[config.mk]
export PLATFORM = sky130hd
export DESIGN_NAME = matmul_chunk_sequencer
export DESIGN_NICKNAME = d
export VERILOG_FILES = /design/src/rtl/matmul_chunk_sequencer.sv
export SDC_FILE = /design/constraint.sdc
export NUM_CORES = 1
export LEC_CHECK = 0
export BUFFER_PORTS_ARGS = -buffer_cell sky130_fd_sc_hd__buf_2
export CAP_MARGIN = 20
export CORE_MARGIN = 5
export CORE_UTILIZATION = 45
export CTS_CLUSTER_DIAMETER = 60
export DETAILED_ROUTE_END_ITERATION = 16
export GPL_TIMING_DRIVEN = 0
export HOLD_SLACK_MARGIN = 0.12
export PLACE_DENSITY = 0.67
export SLEW_MARGIN = 10
export SYNTH_ARGS = -nofsm -noshare
export SYNTH_HDL_FRONTEND = slang
export SYNTH_SLANG_ARGS = --single-unit
[constraint.sdc]
create_clock -name clk_in -period 2.2 [get_ports clk_in]
set_input_delay 0.22 -clock clk_in [delete_from_list [all_inputs] [get_ports clk_in]]
set_output_delay 0.22 -clock clk_in [all_outputs]
set_load 0.03 [all_outputs]
[src/rtl/matmul_chunk_sequencer.sv]
// Chunk sequencer for the vector-matrix engine: gathers an input vector, serves it chunk by chunk,
// collects results and drains them serially. Define SEQ_PINGPONG_EN for double-buffered input.
module matmul_chunk_sequencer #(
    parameter int InVecLength  = 8,
    parameter int OutVecLength = 3,
    parameter int WorkingRegs  = 4,
    parameter int NBits        = 8
) (
    input  logic                         clk_in,
    input  logic                         rst_in,
    input  logic                         in_valid,
    input  logic [NBits-1:0]             in_data,
    output logic                         in_ready,
    output logic                         mm_data_ready,
    output logic [WorkingRegs*NBits-1:0] mm_chunk,
    input  logic                         mm_req_chunk_in,
    input  logic                         mm_req_chunk_ptr_rst,
    input  logic                         mm_req_chunk_out,
    input  logic [NBits-1:0]             mm_write_out_data,
    input  logic                         mm_out_vector_valid,
    output logic                         out_valid,
    output logic [NBits-1:0]             out_data,
    input  logic                         out_ready,
    output logic                         seq_error
);

    localparam int NumChunks = InVecLength / WorkingRegs;
    localparam int CpW       = (NumChunks > 1) ? $clog2(NumChunks) : 1;
    localparam int WpW       = (InVecLength > 1) ? $clog2(InVecLength) : 1;
    localparam int OpW       = $clog2(OutVecLength + 1);
`ifdef SEQ_PINGPONG_EN
    localparam bit PingPong  = 1'b1;
    localparam int NumBufs   = 2;
`else
    localparam bit PingPong  = 1'b0;
    localparam int NumBufs   = 1;
`endif
    localparam int BufIdxW   = (NumBufs * InVecLength > 1) ? $clog2(NumBufs * InVecLength) : 1;

    localparam logic [1:0] FILL    = 2'd0;
    localparam logic [1:0] LOADED  = 2'd1;
    localparam logic [1:0] BUSY    = 2'd2;
    localparam logic [0:0] COLLECT = 1'b0;
    localparam logic [0:0] DRAIN   = 1'b1;

    logic [NBits-1:0] in_buf [NumBufs*InVecLength];
    logic [NBits-1:0] out_buf [OutVecLength];

    logic [1:0]       in_state_reg, in_state_next;
    logic [WpW-1:0]   wp_reg;
    logic [CpW-1:0]   cp_reg, cp_next;
    logic             wsel_reg, wsel_next;
    logic             esel_reg, esel_next;
    logic             spare_full_reg, spare_full_next;
    logic [WorkingRegs*NBits-1:0] chunk_next, mm_chunk_reg;

    logic [0:0]       out_state_reg, out_state_next;
    logic [OpW-1:0]   op_reg, op_next, op_eff, dp_reg, dp_next;
    logic             seq_error_reg;

    logic accept, last_in, spare_done, strobe_c, drain_last, err_set;
    logic [BufIdxW-1:0] wr_idx, chunk_base;

`ifdef SEQ_PINGPONG_EN
    // Stall only while the engine holds one buffer and the spare is already full.
    assign in_ready = (in_state_reg == FILL) || !spare_full_reg;
`else
    assign in_ready = (in_state_reg == FILL);
`endif

    assign accept     = in_valid && in_ready;
    assign last_in    = accept && (wp_reg == WpW'(InVecLength - 1));
    assign spare_done = last_in && (in_state_reg != FILL);
    assign wr_idx     = BufIdxW'(int'(wsel_reg) * InVecLength + int'(wp_reg));

    always_comb begin
        in_state_next   = in_state_reg;
        wsel_next       = wsel_reg;
        esel_next       = esel_reg;
        spare_full_next = spare_full_reg;
        if (spare_done) spare_full_next = 1'b1;
        case (in_state_reg)
            FILL: begin
                if (last_in) begin
                    in_state_next = LOADED;
                    esel_next     = wsel_reg;
                    if (PingPong) wsel_next = ~wsel_reg;
                end
            end
            LOADED: begin
                if (mm_req_chunk_in || mm_out_vector_valid) in_state_next = BUSY;
            end
            BUSY: begin
                if (mm_out_vector_valid) begin
                    if (PingPong && (spare_full_reg || spare_done)) begin
                        in_state_next   = LOADED;
                        esel_next       = wsel_reg;
                        wsel_next       = ~wsel_reg;
                        spare_full_next = 1'b0;
                    end else begin
                        in_state_next = FILL;
                    end
                end
            end
            default: in_state_next = FILL;
        endcase
    end

    // Pointer is frozen during FILL and rewound whenever a fresh vector becomes LOADED.
    always_comb begin
        cp_next = cp_reg;
        if (in_state_reg == FILL || (in_state_next == LOADED && in_state_reg != LOADED))
            cp_next = '0;
        else if (mm_req_chunk_ptr_rst)
            cp_next = '0;
        else if (mm_req_chunk_in)
            cp_next = (cp_reg == CpW'(NumChunks - 1)) ? '0 : cp_reg + CpW'(1);
    end

    assign chunk_base = BufIdxW'(int'(esel_next) * InVecLength + int'(cp_next) * WorkingRegs);

    generate
        for (genvar gi = 0; gi < WorkingRegs; gi++) begin : g_chunk
            assign chunk_next[gi*NBits +: NBits] = in_buf[chunk_base + BufIdxW'(gi)];
        end
    endgenerate

    always_ff @(posedge clk_in) begin
        if (accept) in_buf[wr_idx] <= in_data;
    end

    always_ff @(posedge clk_in) begin
        if (!rst_in) begin
            in_state_reg   <= FILL;
            wp_reg         <= '0;
            cp_reg         <= '0;
            wsel_reg       <= 1'b0;
            esel_reg       <= 1'b0;
            spare_full_reg <= 1'b0;
            mm_chunk_reg   <= '0;
        end else begin
            in_state_reg   <= in_state_next;
            cp_reg         <= cp_next;
            wsel_reg       <= wsel_next;
            esel_reg       <= esel_next;
            spare_full_reg <= spare_full_next;
            if (accept) wp_reg <= last_in ? '0 : wp_reg + WpW'(1);
            // Refreshed every non-FILL cycle so a same-edge buffer write is picked up one cycle later.
            if (in_state_next != FILL) mm_chunk_reg <= chunk_next;
        end
    end

    // A strobe that arrives together with vector-valid is counted before the check.
    assign strobe_c   = mm_req_chunk_out && (out_state_reg == COLLECT);
    assign op_eff     = op_reg + OpW'(strobe_c);
    assign drain_last = (out_state_reg == DRAIN) && out_ready && ((dp_reg + OpW'(1)) == op_reg);

    always_comb begin
        out_state_next = out_state_reg;
        op_next        = op_reg;
        dp_next        = dp_reg;
        if (out_state_reg == COLLECT) begin
            op_next = op_eff;
            if (op_eff == OpW'(OutVecLength) || (mm_out_vector_valid && op_eff != '0))
                out_state_next = DRAIN;
        end else if (out_ready) begin
            if (drain_last) begin
                out_state_next = COLLECT;
                op_next        = '0;
                dp_next        = '0;
            end else begin
                dp_next = dp_reg + OpW'(1);
            end
        end
    end

    assign err_set = (mm_req_chunk_out && out_state_reg == DRAIN)
                  || (mm_out_vector_valid && op_eff != OpW'(OutVecLength))
                  || (mm_out_vector_valid && !(in_state_reg == BUSY || in_state_reg == LOADED));

    always_ff @(posedge clk_in) begin
        if (strobe_c) out_buf[op_reg] <= mm_write_out_data;
    end

    always_ff @(posedge clk_in) begin
        if (!rst_in) begin
            out_state_reg <= COLLECT;
            op_reg        <= '0;
            dp_reg        <= '0;
            seq_error_reg <= 1'b0;
        end else begin
            out_state_reg <= out_state_next;
            op_reg        <= op_next;
            dp_reg        <= dp_next;
            if (err_set) seq_error_reg <= 1'b1;
        end
    end

    assign mm_data_ready = (in_state_reg == LOADED) && (out_state_reg == COLLECT) && (op_reg == '0);
    assign mm_chunk      = mm_chunk_reg;
    assign out_valid     = (out_state_reg == DRAIN);
    assign out_data      = (out_state_reg == DRAIN) ? out_buf[dp_reg] : '0;
    assign seq_error     = seq_error_reg;

endmodule

== Word level (Yosys, flattened, before mapping) ==
Memory sizes are Yosys's and may differ from the RTL's. A register that Yosys moved wholly into a read port is not among the register bits.
Index checks and enable logic that the tools add are counted.

* Bits of input ports: 24
* Word-level logic and storage cells: 81
* Bits in registers: 12
* Memory bits (writable): 88
* Latch bits: 0
* Memories kept: 2
* Memory bits (read-only): 0

{| class="wikitable"
|+ Memory list
! memory !! depth !! bits a word !! read ports !! clocked after Yosys merged registers in !! write ports !! RTL line !! text
|-
| in_buf || 8 || 8 || 4 || 4 || 1 || 46 || <nowiki>logic [NBits-1:0] in_buf [NumBufs*InVecLength];</nowiki>
|-
| out_buf || 3 || 8 || 1 || 1 || 1 || 47 || <nowiki>logic [NBits-1:0] out_buf [OutVecLength];</nowiki>
|}

* Reduce and logical (&&, ||, !) cells: 29
* Multiplexer cells: 24
* Bitwise operators: 1
* Equal/unequal tests: 10
* Shift operators: 0
* Add/subtract/negate cells: 8
* Magnitude comparators: 0
* $mul: 0
* Divide/modulo/power cells: 0

{| class="wikitable"
|+ Operator list
! kind !! count
|-
| two-way mux 2 bit || 9
|-
| logical AND 1 bit || 12
|-
| two-way mux 1 bit || 12
|-
| two-way mux 8 bit || 1
|-
| adder 3 x 1 -> 3 bit, second input constant || 2
|-
| adder 3 x 2 -> 3 bit, second input constant || 2
|-
| logical OR 1 bit || 6
|-
| case mux 2 bit (3 select lines) || 1
|-
| zero test 1 bit || 5
|-
| == test 2 x 1 -> 1 bit, second input constant || 2
|-
| == test 2 bit, second input constant || 2
|-
| zero test 2 bit || 2
|-
| inequality test 2 x 1 -> 1 bit, second input constant || 2
|-
| inequality test 2 bit, second input constant || 2
|-
| AND reduction 2 bit || 2
|-
| nonzero test 2 bit || 2
|-
| adder 1 x 3 -> 3 bit, first input constant || 1
|-
| == test 3 bit, second input constant || 1
|-
| two-way mux 3 bit || 1
|-
| adder 2 x 1 -> 2 bit || 1
|-
| adder 2 x 1 -> 2 bit, second input constant || 1
|-
| == test 2 bit || 1
|-
| adder 1 bit, second input constant || 1
|-
| NOT 1 bit || 1
|}

== Logic depth before layout (Yosys ltp) ==
Gate-level depths: netlist of run 1.

* Depth after elaboration: 11
* Gate-level depth with buffers: 8
* Mapped depth without buffers: 7

== Worst setup path before layout of run 1 ==
Ideal clock, no wire load.

* Path type: register to register
* Start point: reg in_state_reg[0]
* End point: mem in_buf[0][0], enable pin
* Required time: 1.805 ns
* Cell stages (with the launch flop): 5
* Buffers on the path: 0
* Period minus slack after synthesis: 2.329 ns
* Arrival time: 1.935 ns
* Setup slack: -0.129 ns
* Cells stage by stage: dfxtp_1 > inv_1 > ha_1 > nand2_1 > nor4_1

* Cells in the longest elaborated chain, start to end: 4

{| class="wikitable"
|+ Ends and longest elaborated chain
! what !! RTL line !! text
|-
| from (decl) || 49 || <nowiki>logic [1:0] in_state_reg, in_state_next;</nowiki>
|-
| from (signal assigned) || 142 || <nowiki>in_state_reg <= in_state_next;</nowiki>
|-
| zero test 2 bit || 68 || <nowiki>assign in_ready = (in_state_reg == FILL);</nowiki>
|-
| named net in_ready || 13 || <nowiki>output logic in_ready,</nowiki>
|-
| logical AND 1 bit || 71 || <nowiki>assign accept = in_valid && in_ready;</nowiki>
|-
| two-way mux 1 bit || 129 || <nowiki>if (accept) in_buf[wr_idx] <= in_data;</nowiki>
|-
| two-way mux 1 bit (not written as such) || 129 ||
|-
| to (decl) || 46 ||
|}

The timed path passes the listed nets, and every way through them passes these cells.

== Final worst setup path of run 1 ==
* Start point: reg in_state_reg[0]
* End point: mem in_buf[1][4], enable pin

* Cells in the longest elaborated chain, start to end: 4

{| class="wikitable"
|+ Ends and longest elaborated chain
! what !! RTL line
|-
| zero test 2 bit || 68
|-
| logical AND 1 bit || 71
|-
| two-way mux 1 bit || 129
|-
| two-way mux 1 bit (not written as such) || 129
|}

No other way between the ends.

==> results.py, run 1 <==
metrics = {
    "global_route": {
        "grt_max_degree": 17,
        "grtUsageMet3_pct": 5.45,
        "gr-usage-met2_pct": 26.9,
        "gr-total-overflow": 0,
        "busiest_layer": "met2",
        "grt_pass1_vias": 3540,
        "grt_use_met1_pct": 19.2,
        "grt_pass1_wl_um": 17500,
        "antenna_found_initial": 0,
        "track_usage_pct": 16.1,
    },
    "cells_and_area": {
        "finalNonFillerCells": 664,
        "layout_common_cells": "edfxtp_1, buf_2, nand2_1",
        "antenna_cells": 0,
        "area_delta_synth_final_pct": 24.1,
        "nNetsFinal": 539,
        "final_common_cell": "edfxtp_1",
        "largest_reg_flops": 64,
        "final_util_pct": 57.5,
        "seq_area_mm2": 0.00357,
        "final_cell_area_mm2": 0.00662,
        "multi_input_area_mm2": 0.00165,
        "fill_cells": 944,
        "drive_above_1_share_pct": 22.5,
    },
    "setup_path": {
        "cp.required_ns": 2.23,
        "critical_path_class": "reg2reg",
        "cp-start-kind": "flip-flop",
        "worst-path-max-fanout": 9,
        "end_kind": "flip-flop",
        "max_stage_delay_ns": 0.75,
        "crit_arrival_ns": 2.20,
        "cp_cell_sequence": "inv_1, ha_1, nand2_1, nor3_2",
        "cp_slowest_cell": "nor3_2",
    },
    "power": {
        "vdd_drop_max_v": 0.000667,
        "power.leakage_nw": 2.59,
        "p_per_area_mw_per_mm2": 881,
    },
    "yosys": {
        "yosys_most_used_dff": "edfxtp_1",
        "synth_area_mm2": 0.00533,
        "netlist.area_leader.share_pct": 49.6,
        "syn_area_per_cell_um2": 13.3,
        "yosysTopAreaCell": "edfxtp_1",
        "syn_nets": 432,
        "yosys_register_bits": 134,
        "synth_cell_types": 39,
        "yosysSeqAreaShare_pct": 66.8,
        "synthArstFlopShare_pct": 0,
        "synth_area_leaders": "edfxtp_1, dfxtp_1, mux2i_1",
        "synthCells": 401,
        "ys_warn_count": 0,
        "synth_enable_flop_cells": 88,
    },
    "timing": {
        "maxSlewHeadroom_pct": 40.5,
        "min_period_ns": 2.17,
        "fin_ws_ns": 0.0350,
        "finalClockSkew_ns": 0.00757,
        "setup_viol": 0,
        "rsz0062_at_grt": "true",
        "hold_violations": 0,
        "slew_viol_final": 0,
        "fmax_mhz": 462,
        "period_share_pct": 98.4,
        "worst_pin_slew_ns": 0.890,
    },
    "floorplanning": {
        "die_w_um": 119,
        "die_h_um": 119,
        "rows": 39,
        "start_util_pct": 46.3,
        "dieArea_mm2": 0.0141,
        "ios": 68,
        "core_area_mm2": 0.0115,
    },
    "place": {
        "placed_area_mm2": 0.00589,
        "place_ws_ns": -0.123,
        "port_buffers": 66,
        "hpwl_um": 7460,
        "gp_congestion": 0.842,
        "post-place-cells": 615,
    },
    "clock_tree": {
        "path_clk_slew_ns": 0.06,
        "cts_buffers": 17,
        "cts.sinks": 134,
        "clk_latency_ns": 0.41,
        "cts_max_level": 4,
        "cts_tree": "yes",
        "cts_setup_buffers": 0,
        "cts-root-buf": "clkbuf_16",
        "cts_buffer_depth": 2,
    },
    "job": {
        "maxCapViolCount": 0,
    },
    "run_status": {
        "status": "finished clean",
    },
    "route": {
        "wl_per_cell_um": 16.4,
        "dr.pass1.iters": 4,
        "vias": 3458,
        "drt_iter0_markers": 134,
        "vias_per_cell": 5.21,
        "final_antenna_net_count": 0,
        "totalWireLength_um": 10900,
        "drc_errors": 0,
    },
    "hold_path": {
        "worstHoldPathType": "in2reg",
    },
}
==> metrics by stage <==
stage          power, mW  hold slack (ns)  setup TNS [ns]
2_1_floorplan       3.19            0.319               0
4_1_cts             5.89            0.149               0
5_1_grt             6.06            0.196           -1.55
6_report            5.83            0.175               0
3_3_place_gp        3.34            0.417           -8.06
3_5_place_dp        3.37            0.423          -0.979
==> worst paths after layout <==
kind | startpoint | endpoint | slack [ns] | depth (start not counted)
worst max register to register | in_state_reg[0] | in_buf[1][4] | 0.03 | 4
worst max-delay path | in_state_reg[0] | in_buf[1][4] | 0.03 | 4
worst min register to register | mm_chunk[29] | mm_chunk[29] | 0.45 | 2
worst min-delay path | mm_out_vector_valid | seq_error | 0.18 | 3
==> Yosys cell counts (2+ instances only) <==
cell type,number
a21boi_0,4
a21oi_1,3
and2_1,9
buf_2,4
buf_8,3
clkbuf_1,19
dfxtp_1,46
edfxtp_1,88
ha_1,7
inv_1,4
mux2i_1,41
nand2_1,45
nand2b_1,6
nand3_1,5
nor2_1,5
nor2b_1,7
nor3_1,6
nor3b_1,4
o211ai_1,32
o21ai_0,9
o32ai_1,2
or3_1,33
xnor2_1,3
==> cell families (layout without fill, tap and decap cells) <==
group                    Yosys count  count (layout)  share of synthesized area [%]
multiplexers                      41              41                           7.70
AO/OA/AOI/OAI                     57              57                           7.60
flip-flops                       134             134                           66.8
adder cells (fa/ha/maj)            8               8                           1.83
AND/OR/NAND/NOR                  126             126                           12.3
XOR/XNOR                           4               4                          0.657
buffers and inverters             31             151                           3.05
==> power breakdown <==
group	switching [mW]	internal, mW	total (mW)
Clock	0.971	1.52	2.49
Combinational	0.322	0.187	0.509
Sequential	0.0440	2.79	2.83
==> layer usage <==
metal / wire length (um) / vias up
li1: - / 1699
met1: 4670 / 1641
met2: 5470 / 100
met5: 0 / -
met4: 189 / 0
met3: 557 / 18
==> worst max-delay path: cells and delay by family (launching register included) <==
family / cells / cell delay, ns
and+or+nand+nor: 2 / 1.05
DFF: 1 / 0.34
adders and majority gates: 1 / 0.31
buffers and inverters: 1 / 0.09
==> final cells by class <==
class / count / area share [%]
sequential: 134 / 53.9
multi-input combinational: 236 / 24.9
timing repair buffer: 89 / 8.13
clock buffer: 19 / 6.54
tap: 143 / 2.70
buffer: 26 / 2.29
clock inverter: 13 / 1.36
inverter: 4 / 0.227
==> timing repair <==
item	in CTS	in global routing
pin swaps	0	0
hold endpoints to repair	88	0
hold buffers	18	0
gates resized for setup	1	11
setup endpoints to repair	8	64
No activity file was read; power rests on OpenSTA's default activity.
==> run 2, diff against run 1 <==
--- a/config.mk
+++ b/config.mk
@@ -5,6 +5,7 @@
 export SDC_FILE = /design/constraint.sdc
 export NUM_CORES = 1
 export LEC_CHECK = 0
+export ABC_AREA = 1
 export BUFFER_PORTS_ARGS = -buffer_cell sky130_fd_sc_hd__buf_2
 export CAP_MARGIN = 20
 export CORE_MARGIN = 5
==> run 2 against run 1 <==
  * Via count up 18%
  * Setup slack better by 0.14 ns
  * Count of clock-buffer cells in the layout increased by 2
  * Largest power group unchanged
  * Highest routed layer unchanged
==> results.py, run 2 <==
metrics = {
    "run_status": {
        "status": "finished clean",
    },
    "setup_path": {
        "max_stage_delay_ns": 0.48,
        "critical_path_class": "reg2reg",
        "r2r.worst_path.cells": 6,
        "r2r_slack_ns": 0.18,
        "cp_cell_sequence": "inv_1, ha_1, nand2_1, inv_1, nand2_1, nor2_2",
        "r2r_start": "in_state_reg[1]",
        "cp_slowest_cell": "nor2_2",
        "path_delay_family": "simple AND/OR/NAND/NOR gates",
        "reg2reg_to": "in_buf[4][2]",
        "crit_arrival_ns": 2.07,
        "cp.required_ns": 2.25,
        "end_kind": "flip-flop",
        "cp.buffers_inverters": 2,
        "worst-path-max-fanout": 8,
        "cp-start-kind": "flip-flop",
    },
    "yosys": {
        "synth_xor_area_share_pct": 0.154,
        "yosys_most_used_dff": "edfxtp_1",
        "synth_commonest_cells": "nand2_1, inv_1, edfxtp_1, a21oi_1, nor2_1",
        "synth_enable_flop_cells": 88,
        "synth_area_mm2": 0.00570,
        "synthArstFlopShare_pct": 0,
        "synth_cell_types": 21,
        "netlist.area_leader.share_pct": 46.3,
        "ys_warn_count": 0,
        "syn_area_per_cell_um2": 10.0,
        "syn_nets": 600,
        "synth_simple_gate_area_share_pct": 15.6,
        "synth_compound_area_share_pct": 8.25,
        "synth_area_leaders": "edfxtp_1, dfxtp_1, nand2_1",
        "yosys_register_bits": 134,
        "synth_top_family_by_area": "simple AND/OR/NAND/NOR gates",
        "yosys.area_share.adder_pct": 1.54,
        "yosys.cell_count.top_type": "nand2_1",
        "yosys-mux-area-fraction_pct": 1.58,
        "yosysTopAreaCell": "edfxtp_1",
        "yosysSeqAreaShare_pct": 62.5,
        "synthCells": 569,
    },
    "route": {
        "drc_errors": 0,
        "final_antenna_net_count": 0,
        "drt_iter0_markers": 253,
        "vias_per_cell": 4.77,
        "totalWireLength_um": 12600,
        "dr.pass1.iters": 5,
        "vias": 4067,
        "wl_per_cell_um": 14.7,
    },
    "cells_and_area": {
        "largest_reg_flops": 64,
        "final_common_cell": "nand2_1",
        "antenna_cells": 0,
        "area_delta_synth_final_pct": 23.3,
        "nNetsFinal": 699,
        "layout_common_cells": "nand2_1, inv_1, edfxtp_1",
        "drive_above_1_share_pct": 22.8,
    },
    "hold_path": {
        "hold_path_depth": 1,
        "hold_start": "in_data[4]",
        "worstHoldPathType": "in2reg",
        "hold-path-endpoint": "in_buf[2][4]",
    },
    "clock_tree": {
        "cts_max_level": 4,
        "cts_tree": "yes",
        "cts_buffer_depth": 2,
        "cts_buffers": 17,
        "clk_latency_ns": 0.41,
        "cts_setup_buffers": 0,
        "path_clk_slew_ns": 0.05,
        "cts.sinks": 134,
        "cts-root-buf": "clkbuf_16",
    },
    "global_route": {
        "grt_pass1_wl_um": 19900,
        "grt_pass1_vias": 4001,
        "gr-usage-met2_pct": 30.4,
        "track_usage_pct": 17.5,
        "grt_use_met1_pct": 20.8,
        "antenna_found_initial": 0,
        "busiest_layer": "met2",
        "gr-total-overflow": 0,
        "grt_max_degree": 17,
        "grtUsageMet3_pct": 5.12,
    },
    "power": {
        "p_per_area_mw_per_mm2": 924,
        "power.leakage_nw": 3.28,
        "power_mw": 6.50,
        "vdd_drop_max_v": 0.000530,
    },
    "floorplanning": {
        "start_util_pct": 45.6,
        "dieArea_mm2": 0.0150,
        "rows": 41,
        "die_h_um": 123,
        "die_w_um": 123,
        "ios": 68,
        "core_area_mm2": 0.0125,
    },
    "place": {
        "gp_congestion": 0.804,
        "hpwl_um": 8770,
        "port_buffers": 66,
    },
    "timing": {
        "finalClockSkew_ns": 0.00768,
        "worst_pin_slew_ns": 0.732,
        "fmax_mhz": 494,
        "min_period_ns": 2.02,
        "rsz0062_at_grt": "false",
        "setup_viol": 0,
        "timing.setup.tns_ns": 0,
        "slew_viol_final": 0,
        "hold_violations": 0,
        "period_share_pct": 92.0,
        "maxSlewHeadroom_pct": 50.9,
    },
    "job": {
        "maxCapViolCount": 0,
    },
}
[run 2: cell types whose count changed in the layout (fill, tap and decap cells not counted), sizes merged, moves of 12 or more]
cell / delta
nand3: +38
o21ai: +33
o211ai: -32
nor2: +41
buf: +12
inv: +96
clkbuf: -12
mux2i: -41
or3: -33
nand2: +56
a21oi: +49
[run 2: through the flow]
stage	hold WS, ns	setup slack, ns	cell area, um2	std cells	util, %
6_report	0.135	0.176	7030	853	56.1
3_3_place_gp	0.424	-0.0454	6250	807	49.9
4_1_cts	0.126	0.00624	7020	854	56.1
2_1_floorplan	0.319	0.223	5700	569	-
3_5_place_dp	0.431	-0.0334	6260	809	50.0
5_1_grt	0.143	0.0602	7030	853	56.1
[run 2: how the worst max path moves through the flow]
| stage | from | end | cells past startpoint |
|---|---|---|---|
| CTS | flip-flop | out_data[6] | 5 |
| floorplan | in_state_reg[1] | in_buf[1][0] | 6 |
| global placement | out_valid | out_buf[1][5] | 4 |
| finish | in_state_reg[1] | in_buf[4][2] | 6 |
| global route | in_state_reg[1] | in_buf[0][4] | 6 |
| detailed placement | in_state_reg[1] | in_buf[4][1] | 6 |
[run 2: layout make-up]
type                            instances  area (um2)
Clock inverter                         11         148
Clock buffer                           21         472
Sequential cell                       134        3560
Tap cell                              172         215
Multi-Input combinational cell        306        1570
Timing Repair Buffer                   81         470
Buffer                                 27         210
Fill cell                            1061        5490
Inverter                              101         379
[run 2: cell families (layout without fill, tap and decap cells)]
group	after synthesis	after routing
AND/OR/NAND/NOR	196	196
flip-flops	134	134
buffers and inverters	129	241
AO/OA/AOI/OAI	94	94
multiplexers	8	8
adder cells (fa/ha/maj)	7	7
XOR/XNOR	1	1
[run 2: layer usage]
metal / part of all wire, % / up-vias
li1: - / 2050
met1: 43 / 1907
met2: 51 / 101
met3: 5.3 / 9
met4: 1.0 / 0
met5: 0 / -
[run 2: where the power goes]
part	switching (mW)	total [mW]	internal (mW)	leakage [nW]
clock network	1.02	2.90	1.88	0.303
logic	0.445	0.674	0.229	1.81
registers	0.0801	2.92	2.84	1.17
[run 2: timing repair]
item / in CTS / in global routing
hold buffers: 13 / 0
resized for setup: 2 / 6
endpoints found under the hold margin: 49 / 0
setup endpoints to repair: 16 / 56
[run 2: worst reg2reg max path, stage by stage, from the launching register on]
cell     delay, ns
dfxtp_1       0.35
inv_1         0.11
ha_1          0.28
nand2_1       0.16
inv_1         0.12
nand2_1       0.16
nor2_2        0.48
==> run 3, diff against run 2 <==
--- a/config.mk
+++ b/config.mk
@@ -15,6 +15,7 @@
 export GPL_TIMING_DRIVEN = 0
 export HOLD_SLACK_MARGIN = 0.12
 export PLACE_DENSITY = 0.67
+export RECOVER_POWER = 100
 export SLEW_MARGIN = 10
 export SYNTH_ARGS = -nofsm -noshare
 export SYNTH_HDL_FRONTEND = slang
==> run 3 against run 2 <==
  * Register-to-register slack better by 0.02 ns
  * Core utilization fell by 0.99 points
  * Sequential power barely moved
  * Combinational power down 1%
  * Global-route usage unchanged
  * Die area stayed put
  * Setup slack better by 0.0059 ns
  * Flip-flop and latch count is the same
  * First-iteration DRC count up 2.4%
  * Via count is 0.37% lower
  * Critical endpoint is now out_data[6]
==> results.py, run 3 (synthesis gave the netlist of run 2 again) <==
metrics = {
    "run_status": {
        "status": "finished clean",
    },
    "setup_path": {
        "r2r.worst_path.cells": 6,
        "cp_slowest_cell": "dfxtp_1",
        "path_delay_family": "flip-flops",
        "cp.buffers_inverters": 2,
        "cp.required_ns": 1.98,
        "max_stage_delay_ns": 0.56,
        "crit_arrival_ns": 1.80,
        "cp-start-kind": "flip-flop",
        "end_kind": "output pin",
        "cp_cell_sequence": "mux2_2, o21ai_0, inv_1, clkbuf_2",
        "reg2reg_to": "in_buf[4][2]",
        "r2r_start": "in_state_reg[1]",
        "worst-path-max-fanout": 8,
        "r2r_slack_ns": 0.20,
        "critical_path_class": "reg2out",
    },
    "job": {
        "maxCapViolCount": 0,
    },
    "route": {
        "totalWireLength_um": 12600,
        "drc_errors": 0,
        "vias": 4052,
        "dr.pass1.iters": 5,
        "final_antenna_net_count": 0,
        "vias_per_cell": 4.75,
        "wl_per_cell_um": 14.8,
        "drt_iter0_markers": 259,
    },
    "floorplanning": {
        "dieArea_mm2": 0.0150,
        "die_w_um": 123,
        "core_area_mm2": 0.0125,
        "rows": 41,
        "ios": 68,
        "die_h_um": 123,
        "start_util_pct": 45.6,
    },
    "place": {
        "hpwl_um": 8770,
        "port_buffers": 66,
        "gp_congestion": 0.804,
    },
    "cells_and_area": {
        "nNetsFinal": 699,
        "drive_above_1_share_pct": 14.0,
        "final_common_cell": "nand2_1",
        "area_delta_synth_final_pct": 21.1,
        "largest_reg_flops": 64,
        "antenna_cells": 0,
        "layout_common_cells": "nand2_1, inv_1, edfxtp_1",
    },
    "clock_tree": {
        "cts_buffer_depth": 2,
        "cts_tree": "yes",
        "cts_max_level": 4,
        "cts.sinks": 134,
        "clk_latency_ns": 0.41,
        "cts_buffers": 17,
        "path_clk_slew_ns": 0.06,
        "cts-root-buf": "clkbuf_16",
    },
    "global_route": {
        "antenna_found_initial": 0,
        "track_usage_pct": 17.5,
        "grt_pass1_vias": 4001,
        "grt_pass1_wl_um": 19900,
        "grt_max_degree": 17,
        "gr-total-overflow": 0,
    },
    "timing": {
        "maxSlewHeadroom_pct": 51.0,
        "slew_viol_final": 0,
        "period_share_pct": 91.7,
        "hold_violations": 0,
        "rsz0062_at_grt": "false",
        "min_period_ns": 2.02,
        "setup_viol": 0,
        "hold_slack_ns": 0.176,
        "finalClockSkew_ns": 0.00517,
        "worst_pin_slew_ns": 0.731,
        "fmax_mhz": 495,
    },
    "power": {
        "vdd_drop_max_v": 0.000526,
        "switching_power_mw": 1.55,
        "p_int_mw": 4.94,
        "swShare_pct": 23.8,
        "p_per_area_mw_per_mm2": 939,
        "power_mw": 6.48,
        "power_frac_seq_pct": 45.0,
        "comb_power_share_pct": 10.3,
        "p_clk_share_pct": 44.7,
        "power.leakage_nw": 3.02,
    },
    "hold_path": {
        "hold_start": "out_ready",
        "worstHoldPathType": "in2reg",
        "hold-path-endpoint": "dp_reg[1]",
        "hold_path_depth": 4,
    },
}
==> run 3: cell count changes in the layout (fill, tap and decap cells not counted), sizes merged <==
cell,before,now
buf,89,24
clkbuf,27,92
==> run 3: metal layers <==
metal  track usage, %  vias up  wire length (um)
met5                0        -                 0
met1             20.8     1889              5490
li1                 -     2051                 -
met4             5.81        0               157
met2             30.4      100              6390
met3             5.12       12               575
==> run 3: worst reg2reg max path, cell delays in order, from the launching register on <==
cell	delay (ns)
dfxtp_1	0.35
inv_1	0.11
ha_1	0.26
nand2_1	0.16
inv_1	0.12
nand2_1	0.16
nor2_2	0.48
==> run 3: area by class of cell <==
type / instances / area [um2]
Tap cell: 172 / 215
Timing Repair Buffer: 81 / 405
Multi-Input combinational cell: 306 / 1530
Fill cell: 1091 / 5610
Sequential cell: 134 / 3560
Inverter: 101 / 379
Clock inverter: 11 / 148
Clock buffer: 21 / 472
Buffer: 27 / 191
==> run 3: worst max path at each step <==
stage / end / cells past startpoint
floorplan: in_buf[1][0] / 6
global placement: out_buf[1][5] / 4
detailed placement: in_buf[4][1] / 6
CTS: out_data[6] / 5
global route: out_data[5] / 4
finish: out_data[6] / 4
==> run 3: through the flow <==
step	instances	TNS [ns]	util, %	worst slack (ns)	instance area, um2
5_1_grt	853	0	55.2	0.0615	6900
4_1_cts	854	0	56.1	0.00624	7020
3_5_place_dp	809	-0.320	50.0	-0.0334	6260
3_3_place_gp	807	-0.796	49.9	-0.0454	6250
2_1_floorplan	569	0	-	0.223	5700
6_report	853	0	55.2	0.182	6900
==> run 3: repair_timing <==
action                                 CTS  global route
pin swaps                                0             0
hold buffers                            13             0
endpoints found under the hold margin   49             0
setup buffers                            0             0
gates resized for setup                  2             6
setup endpoints to repair               16            56
==> run 3: power by group through the flow <==
stage,registers [mW],logic [mW],clock network (mW)
2_1_floorplan,2.97,0.433,0
3_3_place_gp,2.95,0.636,0
3_5_place_dp,2.96,0.665,0
4_1_cts,2.90,0.685,2.95
5_1_grt,2.93,0.744,3.06
6_report,2.92,0.665,2.90
